**config.mk**
```make
export PLATFORM = sky130hd
export DESIGN_NAME = master_mux_locked_flat
export DESIGN_NICKNAME = d
export VERILOG_FILES = /design/src/rtl/master_mux_locked_pkg.sv /design/src/rtl/master_mux_locked_if.sv /design/src/rtl/master_mux_locked_grant_onehot_enc.sv /design/src/rtl/master_mux_locked.sv /design/src/flat_wrapper.sv
export SDC_FILE = /design/constraint.sdc
export NUM_CORES = 1
export LEC_CHECK = 0
export CAP_MARGIN = 40
export CORE_UTILIZATION = 60
export CTS_CLUSTER_SIZE = 24
export DETAILED_ROUTE_END_ITERATION = 7
export DONT_BUFFER_PORTS = 1
export PLACE_DENSITY = 0.82
export SLEW_MARGIN = 0
export SYNTH_ARGS = -nofsm -noshare
export SYNTH_HDL_FRONTEND = slang
export SYNTH_HIERARCHICAL = 1
export SYNTH_SLANG_ARGS = --single-unit
```
**constraint.sdc**
```tcl
create_clock -name clk -period 2.2 [get_ports clk]
set_input_delay 0.66 -clock clk [delete_from_list [all_inputs] [get_ports clk]]
set_output_delay 0.66 -clock clk [all_outputs]
set_load 0.02 [all_outputs]
```
**src/rtl/master_mux_locked_pkg.sv**
```systemverilog
// Shared types and helpers for the locked master-to-slave request mux.
package bus_mux_pkg;

  typedef enum logic [1:0] {
    IDLE,
    ACTIVE,
    DRAIN
  } mux_state_t;

  localparam int unsigned DEF_NUM_MASTERS    = 2;
  localparam int unsigned DEF_NUM_SLAVES     = 3;
  localparam int unsigned DEF_TIMEOUT_CYCLES = 4096;

  function automatic int unsigned idx_width(input int unsigned n);
    return (n > 1) ? $clog2(n) : 1;
  endfunction

  // Exactly one bit set; vectors wider than 32 bits are not supported.
  function automatic logic is_onehot(input logic [31:0] vec);
    return (vec != '0) && ((vec & (vec - 32'd1)) == '0);
  endfunction

endpackage

```
**src/rtl/master_mux_locked_if.sv**
```systemverilog
// Serial request bundle: per-master request inputs and per-slave forwarded requests.
interface master_mux_locked_if
  import bus_mux_pkg::*;
#(
  parameter int unsigned NUM_MASTERS = DEF_NUM_MASTERS,
  parameter int unsigned NUM_SLAVES  = DEF_NUM_SLAVES
);
  logic [NUM_MASTERS-1:0] m_master_ready;
  logic [NUM_MASTERS-1:0] m_master_valid;
  logic [NUM_MASTERS-1:0] m_read_en;
  logic [NUM_MASTERS-1:0] m_write_en;
  logic [NUM_MASTERS-1:0] m_tx_address;
  logic [NUM_MASTERS-1:0] m_tx_data;
  logic [NUM_MASTERS-1:0] m_tx_burst;

  logic [NUM_SLAVES-1:0] to_slave_master_ready;
  logic [NUM_SLAVES-1:0] to_slave_master_valid;
  logic [NUM_SLAVES-1:0] to_slave_read_en;
  logic [NUM_SLAVES-1:0] to_slave_write_en;
  logic [NUM_SLAVES-1:0] to_slave_tx_address;
  logic [NUM_SLAVES-1:0] to_slave_tx_data;
  logic [NUM_SLAVES-1:0] to_slave_tx_burst;

  modport master (
    output m_master_ready, m_master_valid, m_read_en, m_write_en,
           m_tx_address, m_tx_data, m_tx_burst,
    input  to_slave_master_ready, to_slave_master_valid, to_slave_read_en,
           to_slave_write_en, to_slave_tx_address, to_slave_tx_data, to_slave_tx_burst
  );

  modport slave (
    input  m_master_ready, m_master_valid, m_read_en, m_write_en,
           m_tx_address, m_tx_data, m_tx_burst,
    output to_slave_master_ready, to_slave_master_valid, to_slave_read_en,
           to_slave_write_en, to_slave_tx_address, to_slave_tx_data, to_slave_tx_burst
  );
endinterface

```
**src/rtl/master_mux_locked_grant_onehot_enc.sv**
```systemverilog
// One-hot grant vector to binary index, plus a strict one-hot flag.
module grant_onehot_enc
  import bus_mux_pkg::*;
#(
  parameter  int unsigned WIDTH = 2,
  localparam int unsigned IDX_W = idx_width(WIDTH)
) (
  input  logic [WIDTH-1:0] grant,
  output logic [IDX_W-1:0] index,
  output logic             onehot
);

  always_comb begin
    index = '0;
    for (int unsigned i = 0; i < WIDTH; i++) begin
      if (grant[i]) index = index | IDX_W'(i);
    end
  end

  assign onehot = is_onehot(32'(grant));

endmodule

```
**src/rtl/master_mux_locked.sv**
```systemverilog
// Registered master-to-slave request mux with the route locked for a whole transaction.
// Optional forced release after TIMEOUT_CYCLES active cycles: define MASTER_MUX_TIMEOUT_EN.
module master_mux_locked
  import bus_mux_pkg::*;
#(
  parameter  int unsigned NUM_MASTERS    = DEF_NUM_MASTERS,
  parameter  int unsigned NUM_SLAVES     = DEF_NUM_SLAVES,
  parameter  int unsigned TIMEOUT_CYCLES = DEF_TIMEOUT_CYCLES,
  localparam int unsigned MW = idx_width(NUM_MASTERS),
  localparam int unsigned SW = idx_width(NUM_SLAVES)
) (
  input  logic                   clk,
  input  logic                   rst,
  input  logic [NUM_MASTERS-1:0] bus_grant,
  input  logic [NUM_SLAVES-1:0]  slave_grant,
  master_mux_locked_if.slave     bus,
  output logic                   route_busy,
  output logic [MW-1:0]          route_master,
  output logic [SW-1:0]          route_slave,
  output logic                   grant_error,
  output logic                   timeout
);

  if (NUM_MASTERS < 2 || NUM_SLAVES < 2 || TIMEOUT_CYCLES < 1) begin : g_bad_cfg
    $error("master_mux_locked: illegal parameter set");
  end

  mux_state_t            state, state_nx;
  logic [MW-1:0]         m_idx, sel_m;
  logic [SW-1:0]         s_idx, dest;
  logic                  m_onehot, s_onehot;
  logic                  capture, fwd, malformed, at_limit, to_hit;
  logic [NUM_SLAVES-1:0] dest_mask;
  logic                  b_ready, b_valid, b_rd, b_wr, b_addr, b_data, b_burst;

  grant_onehot_enc #(.WIDTH(NUM_MASTERS)) u_master_enc (
    .grant(bus_grant), .index(m_idx), .onehot(m_onehot)
  );

  grant_onehot_enc #(.WIDTH(NUM_SLAVES)) u_slave_enc (
    .grant(slave_grant), .index(s_idx), .onehot(s_onehot)
  );

  // Live grants choose the route only on the capture beat; afterwards the latched route does.
  assign sel_m = (state == IDLE) ? m_idx : route_master;
  assign dest  = (state == IDLE) ? s_idx : route_slave;

  assign b_ready = bus.m_master_ready[sel_m];
  assign b_valid = bus.m_master_valid[sel_m];
  assign b_rd    = bus.m_read_en[sel_m];
  assign b_wr    = bus.m_write_en[sel_m];
  assign b_addr  = bus.m_tx_address[sel_m];
  assign b_data  = bus.m_tx_data[sel_m];
  assign b_burst = bus.m_tx_burst[sel_m];

`ifdef MASTER_MUX_TIMEOUT_EN
  localparam int unsigned CW = $clog2(TIMEOUT_CYCLES + 1);
  logic [CW-1:0] act_cnt;

  // Limit is hit on the edge that would bring the count to TIMEOUT_CYCLES.
  assign at_limit = (state == ACTIVE) && (act_cnt == CW'(TIMEOUT_CYCLES - 1));

  always_ff @(posedge clk) begin
    if (rst || capture) act_cnt <= '0;
    else if (state == ACTIVE) act_cnt <= act_cnt + CW'(1);
  end
`else
  assign at_limit = 1'b0;
`endif

  always_comb begin
    state_nx  = state;
    capture   = 1'b0;
    fwd       = 1'b0;
    malformed = 1'b0;
    to_hit    = 1'b0;
    unique case (state)
      IDLE: begin
        if (m_onehot && s_onehot && b_valid) begin
          capture  = 1'b1;
          fwd      = 1'b1;
          state_nx = ACTIVE;
        end else begin
          malformed = (|bus.m_master_valid) && (|bus_grant) && !(m_onehot && s_onehot);
        end
      end
      ACTIVE: begin
        if (at_limit) begin
          to_hit   = 1'b1;
          state_nx = DRAIN;
        end else begin
          fwd = 1'b1;
          if (!b_valid) state_nx = DRAIN;
        end
      end
      DRAIN:   state_nx = IDLE;
      default: state_nx = IDLE;
    endcase
  end

  always_comb begin
    dest_mask = '0;
    for (int unsigned i = 0; i < NUM_SLAVES; i++) begin
      dest_mask[i] = fwd && (dest == SW'(i));
    end
  end

  always_ff @(posedge clk) begin
    if (rst) begin
      state                     <= IDLE;
      route_busy                <= 1'b0;
      route_master              <= '0;
      route_slave               <= '0;
      grant_error               <= 1'b0;
      timeout                   <= 1'b0;
      bus.to_slave_master_ready <= '0;
      bus.to_slave_master_valid <= '0;
      bus.to_slave_read_en      <= '0;
      bus.to_slave_write_en     <= '0;
      bus.to_slave_tx_address   <= '0;
      bus.to_slave_tx_data      <= '0;
      bus.to_slave_tx_burst     <= '0;
    end else begin
      state       <= state_nx;
      route_busy  <= (state_nx != IDLE);
      grant_error <= malformed;
      timeout     <= to_hit;
      if (capture) begin
        route_master <= m_idx;
        route_slave  <= s_idx;
      end
      bus.to_slave_master_ready <= dest_mask & {NUM_SLAVES{b_ready}};
      bus.to_slave_master_valid <= dest_mask & {NUM_SLAVES{b_valid}};
      bus.to_slave_read_en      <= dest_mask & {NUM_SLAVES{b_rd}};
      bus.to_slave_write_en     <= dest_mask & {NUM_SLAVES{b_wr}};
      bus.to_slave_tx_address   <= dest_mask & {NUM_SLAVES{b_addr}};
      bus.to_slave_tx_data      <= dest_mask & {NUM_SLAVES{b_data}};
      bus.to_slave_tx_burst     <= dest_mask & {NUM_SLAVES{b_burst}};
    end
  end

endmodule
```
**src/flat_wrapper.sv**
```systemverilog
// flat-port wrapper written by rule: the top's interface ports become plain ports
module master_mux_locked_flat import bus_mux_pkg::*;
#(
  parameter  int unsigned NUM_MASTERS    = DEF_NUM_MASTERS,
  parameter  int unsigned NUM_SLAVES     = DEF_NUM_SLAVES,
  parameter  int unsigned TIMEOUT_CYCLES = DEF_TIMEOUT_CYCLES,
  localparam int unsigned MW = idx_width(NUM_MASTERS),
  localparam int unsigned SW = idx_width(NUM_SLAVES)
)
  (clk, rst, bus_grant, slave_grant, route_busy, route_master, route_slave, grant_error, timeout, bus_m_master_ready, bus_m_master_valid, bus_m_read_en, bus_m_write_en, bus_m_tx_address, bus_m_tx_data, bus_m_tx_burst, bus_to_slave_master_ready, bus_to_slave_master_valid, bus_to_slave_read_en, bus_to_slave_write_en, bus_to_slave_tx_address, bus_to_slave_tx_data, bus_to_slave_tx_burst);
  master_mux_locked_if #(.NUM_MASTERS(NUM_MASTERS), .NUM_SLAVES(NUM_SLAVES)) bus_i ();
  input  logic clk;
  input  logic rst;
  input  logic [NUM_MASTERS-1:0] bus_grant;
  input  logic [NUM_SLAVES-1:0] slave_grant;
  output logic route_busy;
  output logic [MW-1:0] route_master;
  output logic [SW-1:0] route_slave;
  output logic grant_error;
  output logic timeout;
  input wire logic [$bits(bus_i.m_master_ready)-1:0] bus_m_master_ready;
  input wire logic [$bits(bus_i.m_master_valid)-1:0] bus_m_master_valid;
  input wire logic [$bits(bus_i.m_read_en)-1:0] bus_m_read_en;
  input wire logic [$bits(bus_i.m_write_en)-1:0] bus_m_write_en;
  input wire logic [$bits(bus_i.m_tx_address)-1:0] bus_m_tx_address;
  input wire logic [$bits(bus_i.m_tx_data)-1:0] bus_m_tx_data;
  input wire logic [$bits(bus_i.m_tx_burst)-1:0] bus_m_tx_burst;
  output wire logic [$bits(bus_i.to_slave_master_ready)-1:0] bus_to_slave_master_ready;
  output wire logic [$bits(bus_i.to_slave_master_valid)-1:0] bus_to_slave_master_valid;
  output wire logic [$bits(bus_i.to_slave_read_en)-1:0] bus_to_slave_read_en;
  output wire logic [$bits(bus_i.to_slave_write_en)-1:0] bus_to_slave_write_en;
  output wire logic [$bits(bus_i.to_slave_tx_address)-1:0] bus_to_slave_tx_address;
  output wire logic [$bits(bus_i.to_slave_tx_data)-1:0] bus_to_slave_tx_data;
  output wire logic [$bits(bus_i.to_slave_tx_burst)-1:0] bus_to_slave_tx_burst;
  assign bus_i.m_master_ready = bus_m_master_ready;
  assign bus_i.m_master_valid = bus_m_master_valid;
  assign bus_i.m_read_en = bus_m_read_en;
  assign bus_i.m_write_en = bus_m_write_en;
  assign bus_i.m_tx_address = bus_m_tx_address;
  assign bus_i.m_tx_data = bus_m_tx_data;
  assign bus_i.m_tx_burst = bus_m_tx_burst;
  assign bus_to_slave_master_ready = bus_i.to_slave_master_ready;
  assign bus_to_slave_master_valid = bus_i.to_slave_master_valid;
  assign bus_to_slave_read_en = bus_i.to_slave_read_en;
  assign bus_to_slave_write_en = bus_i.to_slave_write_en;
  assign bus_to_slave_tx_address = bus_i.to_slave_tx_address;
  assign bus_to_slave_tx_data = bus_i.to_slave_tx_data;
  assign bus_to_slave_tx_burst = bus_i.to_slave_tx_burst;
  master_mux_locked #(.NUM_MASTERS(NUM_MASTERS), .NUM_SLAVES(NUM_SLAVES), .TIMEOUT_CYCLES(TIMEOUT_CYCLES)) u_core (.clk(clk), .rst(rst), .bus_grant(bus_grant), .slave_grant(slave_grant), .bus(bus_i), .route_busy(route_busy), .route_master(route_master), .route_slave(route_slave), .grant_error(grant_error), .timeout(timeout));
endmodule
```
Word level (Yosys, flattened, before mapping)
Index checks and enable logic that the tools add are counted.

word-level totals
  output and inout port bits = 27
  input bits = 21
  register bits = 28

cells by class
  reductions and logical operators = 20
  add/subtract/negate cells = 2
  muxes and demuxes = 25
  order comparisons = 1
  equality and inequality tests = 3
  bitwise operators = 10

operators with widths
  cell                                                                   count
  32-bit logical NOT                                                     2
  2-bit by 32-bit AND with 32-bit output                                 1
  3-bit by 32-bit AND with 32-bit output                                 1
  3-bit AND                                                              7
  1-bit 2-to-1 mux                                                       19
  1-bit logical AND                                                      9
  2-bit 2-to-1 mux                                                       4
  2-bit by 1-bit == test with 1-bit output (second input constant)       2
  2-bit logical NOT                                                      2
  2-bit case mux with 2 select lines                                     1
  2-bit nonzero test                                                     2
  2-bit OR reduction                                                     2
  3-bit by 1-bit subtractor with 4-bit output (second input constant)    1
  3-bit nonzero test                                                     1
  3-bit OR reduction                                                     1
  2-bit by 1-bit subtractor with 3-bit output (second input constant)    1
  2-bit == test (second input constant)                                  1
  1-bit by 2-bit < comparator with 1-bit output (second input constant)  1
  1-bit case mux with 2 select lines                                     1
  1-bit logical NOT                                                      1
  1-bit inverter                                                         1

Longest topological paths before layout
  word-level depth = 10
  gate-level depth with buffers = 6
  depth with buffers taken out = 5

Cells and area by module
Netlist, hierarchy kept.

modules (own cells, without submodules)
  module                                   seq. area each (µm²)  area an instance (µm²)  instances  cells each
  master_mux_locked                        560.5                 1,159.9                 1          125
  grant_onehot_enc at u_core.u_slave_enc   0.0                   36.3                    1          5
  grant_onehot_enc at u_core.u_master_enc  0.0                   16.3                    1          2

Worst setup path before layout
OpenSTA, ideal clock, no wires.

  path type = input to register
  from = input bus_grant[1]
  to = register u_core.bus.to_slave_master_ready[2]
  cell stages on the path = 6
  setup time = 0.133 ns
  arrival = 1.860 ns
  setup slack = 0.208 ns
  path through = buf_4 > or3b_4 > and3_4 > o2111ai_4 > buf_6 > a21oi_1

between the ends
  cells in the longest elaborated chain, start to end = 10

ends and longest elaborated chain
  item                                         line                         RTL
  start, declared                              flat_wrapper.sv:14           input logic [NUM_MASTERS-1:0] bus_grant;
  2-bit by 1-bit subtractor with 3-bit output  master_mux_locked_pkg.sv:20  return (vec != '0) && ((vec & (vec - 32'd1)) == '0);
  2-bit by 32-bit AND with 32-bit output       master_mux_locked_pkg.sv:20
  32-bit logical NOT                           master_mux_locked_pkg.sv:20
  1-bit logical AND                            master_mux_locked_pkg.sv:20
  1-bit logical AND (2 in series)              master_mux_locked.sv:79      if (m_onehot && s_onehot && b_valid) begin
  1-bit 2-to-1 mux                             master_mux_locked.sv:79
  1-bit case mux with 2 select lines           master_mux_locked.sv:77      unique case (state)
  1-bit logical AND                            master_mux_locked.sv:104     dest_mask[i] = fwd && (dest == SW'(i));
  3-bit AND (*)                                master_mux_locked.sv:132     bus.to_slave_master_ready <= dest_mask & {NUM_SLAVES{b_ready}};
  end signal, assigned                         master_mux_locked.sv:132
  end, declared                                master_mux_locked_if.sv:34   output to_slave_master_ready, to_slave_master_valid, to_slave_read_en,

Every way passes the cells marked *; elsewhere a longest branch is shown, timed or not. The select of a mux whose other input is x is not followed.
A chain may end at the register's enable or synchronous reset.

Worst setup path after layout
  from = register u_core.state[1]
  to = register u_core/bus.to_slave_tx_burst[1] (netlist name)

between the ends
  cells in the longest elaborated chain, start to end = 9

ends and longest elaborated chain
  item                                                  line                                                                       RTL
  start, declared                                       master_mux_locked.sv:28                                                    mux_state_t state, state_nx;
  start signal, assigned                                master_mux_locked.sv:124                                                   state <= state_nx;
  2-bit logical NOT                                     master_mux_locked.sv:45, master_mux_locked.sv:46, master_mux_locked.sv:77
  1-bit 2-to-1 mux                                      master_mux_locked.sv:45                                                    assign sel_m = (state == IDLE) ? m_idx : route_master;
  1-bit 2-to-1 mux (not written as such) (2 in series)  master_mux_locked.sv:49                                                    assign b_valid = bus.m_master_valid[sel_m];
  1-bit logical AND                                     master_mux_locked.sv:79
  1-bit 2-to-1 mux                                      master_mux_locked.sv:79
  1-bit case mux with 2 select lines                    master_mux_locked.sv:77
  1-bit logical AND                                     master_mux_locked.sv:104
  3-bit AND (*)                                         master_mux_locked.sv:138                                                   bus.to_slave_tx_burst <= dest_mask & {NUM_SLAVES{b_burst}};
  end signal, assigned                                  master_mux_locked.sv:138
  end, declared                                         master_mux_locked_if.sv:35                                                 to_slave_write_en, to_slave_tx_address, to_slave_tx_data, to_slave_tx_burst

Marked as above.

==> run metrics <==
status=finished clean; Peak VDD IR=0.3624 mV; vias in the first global route=796; fmax=0.5266 GHz; hold path start=rst; Die Ht=46.95 µm; CTS max path bufs=2; syn_area_per_cell=9.185 µm²; Total Wirelength=2390 µm; # resized after CTS=0; drt first pass iters=4; post-synthesis instance total=132; top cells by count, synth=dfxtp_1 (28), o21ai_0 (21), a21oi_1 (19); Post-synth top flop=dfxtp_1; final setup violation count=0; Area contributors post-synth=dfxtp_1 (46%), o21ai_0 (8.7%), a21oi_1 (7.8%); Remaining DRCs=0; Netlist Area Pre-Place=1212 µm²; share of cells above drive strength 1=0.08730; delay-heaviest family, CP=simple AND/OR/NAND/NOR gates; part of the Yosys area used for sequential elements=0.4623; WL per Instance=15.83 µm; pin count of the biggest net entering global routing=21; global-route wire length before repair=3588 µm; Nets=149; Worst Setup SP=u_core/state[1]$_SDFF_PP0_; unrepaired setup endpoints after global routing=false; post-cts hold buffer count=0; Row Count=15; setup tns final=0 ns; Yosys reg bits=28; # Post-CTS Setup Buffers=0; hpwl dp=1725 µm; fin area=1214 µm²; Worst path depth=4; Worst EP required=2.38 ns; Slew @ Worst Pin=0.8573 ns; final setup skew=0.003538 ns; Critical Path Fanout Max=19; first-iteration detailed-routing DRC count=40; Worst Hold Margin=0.4082 ns; final count of hold timing violations=0; antenna-violating nets left=0; Tot GR Track Use=0.2319; Post-synth EDFFs=0; minimum clock period=1.899 ns; htree depth=1; Via density=6.331; R2R depth=4; Remaining Overflow, GRT=0; Clock Latency Late Sink=0.31 ns; CTS Sinks=28; Critical Path AT=2.08 ns; die width=46.95 µm; CP max-delay cell=or3b_4; syn_nets=153; Max Cap Violations=0; Synth Warn #=6; Reg clk slew, reported paths=0.13 ns; fin. max-slew vios=0; layout overhead on the synthesized area=0.1029%; Worst setup EP type=flip-flop; final worst slack=0.3012 ns; ANT cells=0; crit start category=flip-flop; Final period util=0.8631; total number of vias=956; core area=1802 µm²; io pins=48; IO buf count=0; asr flop ratio synth=0; TritonCTS clock tree=done; Max stage delay on crit path=0.51 ns; largest area contributor in the netlist=dfxtp_1; Starting Density=0.6729; top cell type's share of synthesized area=0.4623; FF-to-FF Start=u_core/state[1]$_SDFF_PP0_; Worst Hold Class=primary input to flip-flop; initial antenna violation count=0; Yosys cell types=29; gp weighted congestion=0.8267; dpl ws=0.09270 ns; hold path cells=1; Num CTS Buffers=3; CP Class=flip-flop to flip-flop; placed cell areas=1187 µm²; total power draw=0.8402 mW; Root Buffer=clkbuf_4; Leakage=0.4145 nW; Critical Path, Cell by Cell=or3b_4 > and3_4 > o2111ai_4 > a21oi_1; power density over cell area=692.3 nW/µm²; most common cell in the netlist=dfxtp_1; die footprint=2204 µm²; Bufs and invs on worst path=0; Slew headroom=0.4236
[final timing paths]
path,endpoint,slack (ns)
max,u_core/bus.to_slave_tx_burst[1]$_SDFF_PP0_,0.30
min,u_core/grant_error$_SDFF_PP0_,0.41
max reg2reg,u_core/bus.to_slave_tx_burst[1]$_SDFF_PP0_,0.30
min reg2reg,u_core/route_slave[0]$_SDFFE_PP0P_,0.62
[cell type report]
| cell class | count | area [µm²] |
|---|---|---|
| clock buffers | 3 | 22.52 |
| fillers | 169 | 588.1 |
| inverters | 3 | 11.26 |
| multi-input cells | 92 | 588.1 |
| flip-flops and latches | 28 | 560.5 |
| well taps | 25 | 31.28 |
[worst register-to-register path: cells and delay by family (launching register included)]
kind	cells	cell delay [ns]
and+or+nand+nor	2	0.74
DFF	1	0.40
AOI/OAI and AO/OA	2	0.62
[metal layers]
metal	wire length [µm]	track usage
met3	184	0.04231
met5	0	0
met4	13	0.08571
met2	1187	0.3833
met1	1004	0.3019
[sequential cells by signal (all words and copies together), names as in the netlist]
register / flops
u_core/bus.to_slave_master_ready: 3
u_core/bus.to_slave_master_valid: 3
u_core/bus.to_slave_read_en: 3
u_core/bus.to_slave_tx_address: 3
u_core/bus.to_slave_tx_burst: 3
u_core/bus.to_slave_tx_data: 3
u_core/bus.to_slave_write_en: 3
u_core/route_slave: 2
u_core/state: 2
u_core/grant_error: 1
u_core/route_busy: 1
u_core/route_master: 1
[report_power, final]
part	leakage (nW)	switching, mW	internal (mW)
sequential	0.226	0.0209	0.519
clock	0.0138	0.133	0.0641
combinational	0.174	0.0639	0.0397
total	0.414	0.218	0.622
[logic make-up after synthesis]
family,Yosys count,share of synthesized area
compound gates,53,0.2714
xor+xnor,2,0.01445
buf+inv,12,0.05572
flops,28,0.4623
mux,3,0.02477
other cells,1,0.003093
simple gates,33,0.1682
[placed cells by master, fill, tap and decap left out, types with 2 or more instances in the layout]
cell,instances
a21oi_1,19
and3_1,6
nand2b_1,8
dfxtp_1,28
inv_1,3
o21ai_0,21
mux2i_1,3
xor2_1,2
nor3_1,3
nor4_1,3
or4b_2,2
clkbuf_4,3
nand2_1,3
a21boi_0,6
nor2_1,4
[stage by stage]
stage,instances,utilization
2_1_floorplan,132,-
3_3_place_gp,148,0.6590
5_1_grt,151,0.6736
4_1_cts,151,0.6715
3_5_place_dp,148,0.6590
6_report,151,0.6736
Note: power is estimated with default switching activity, not from simulation.
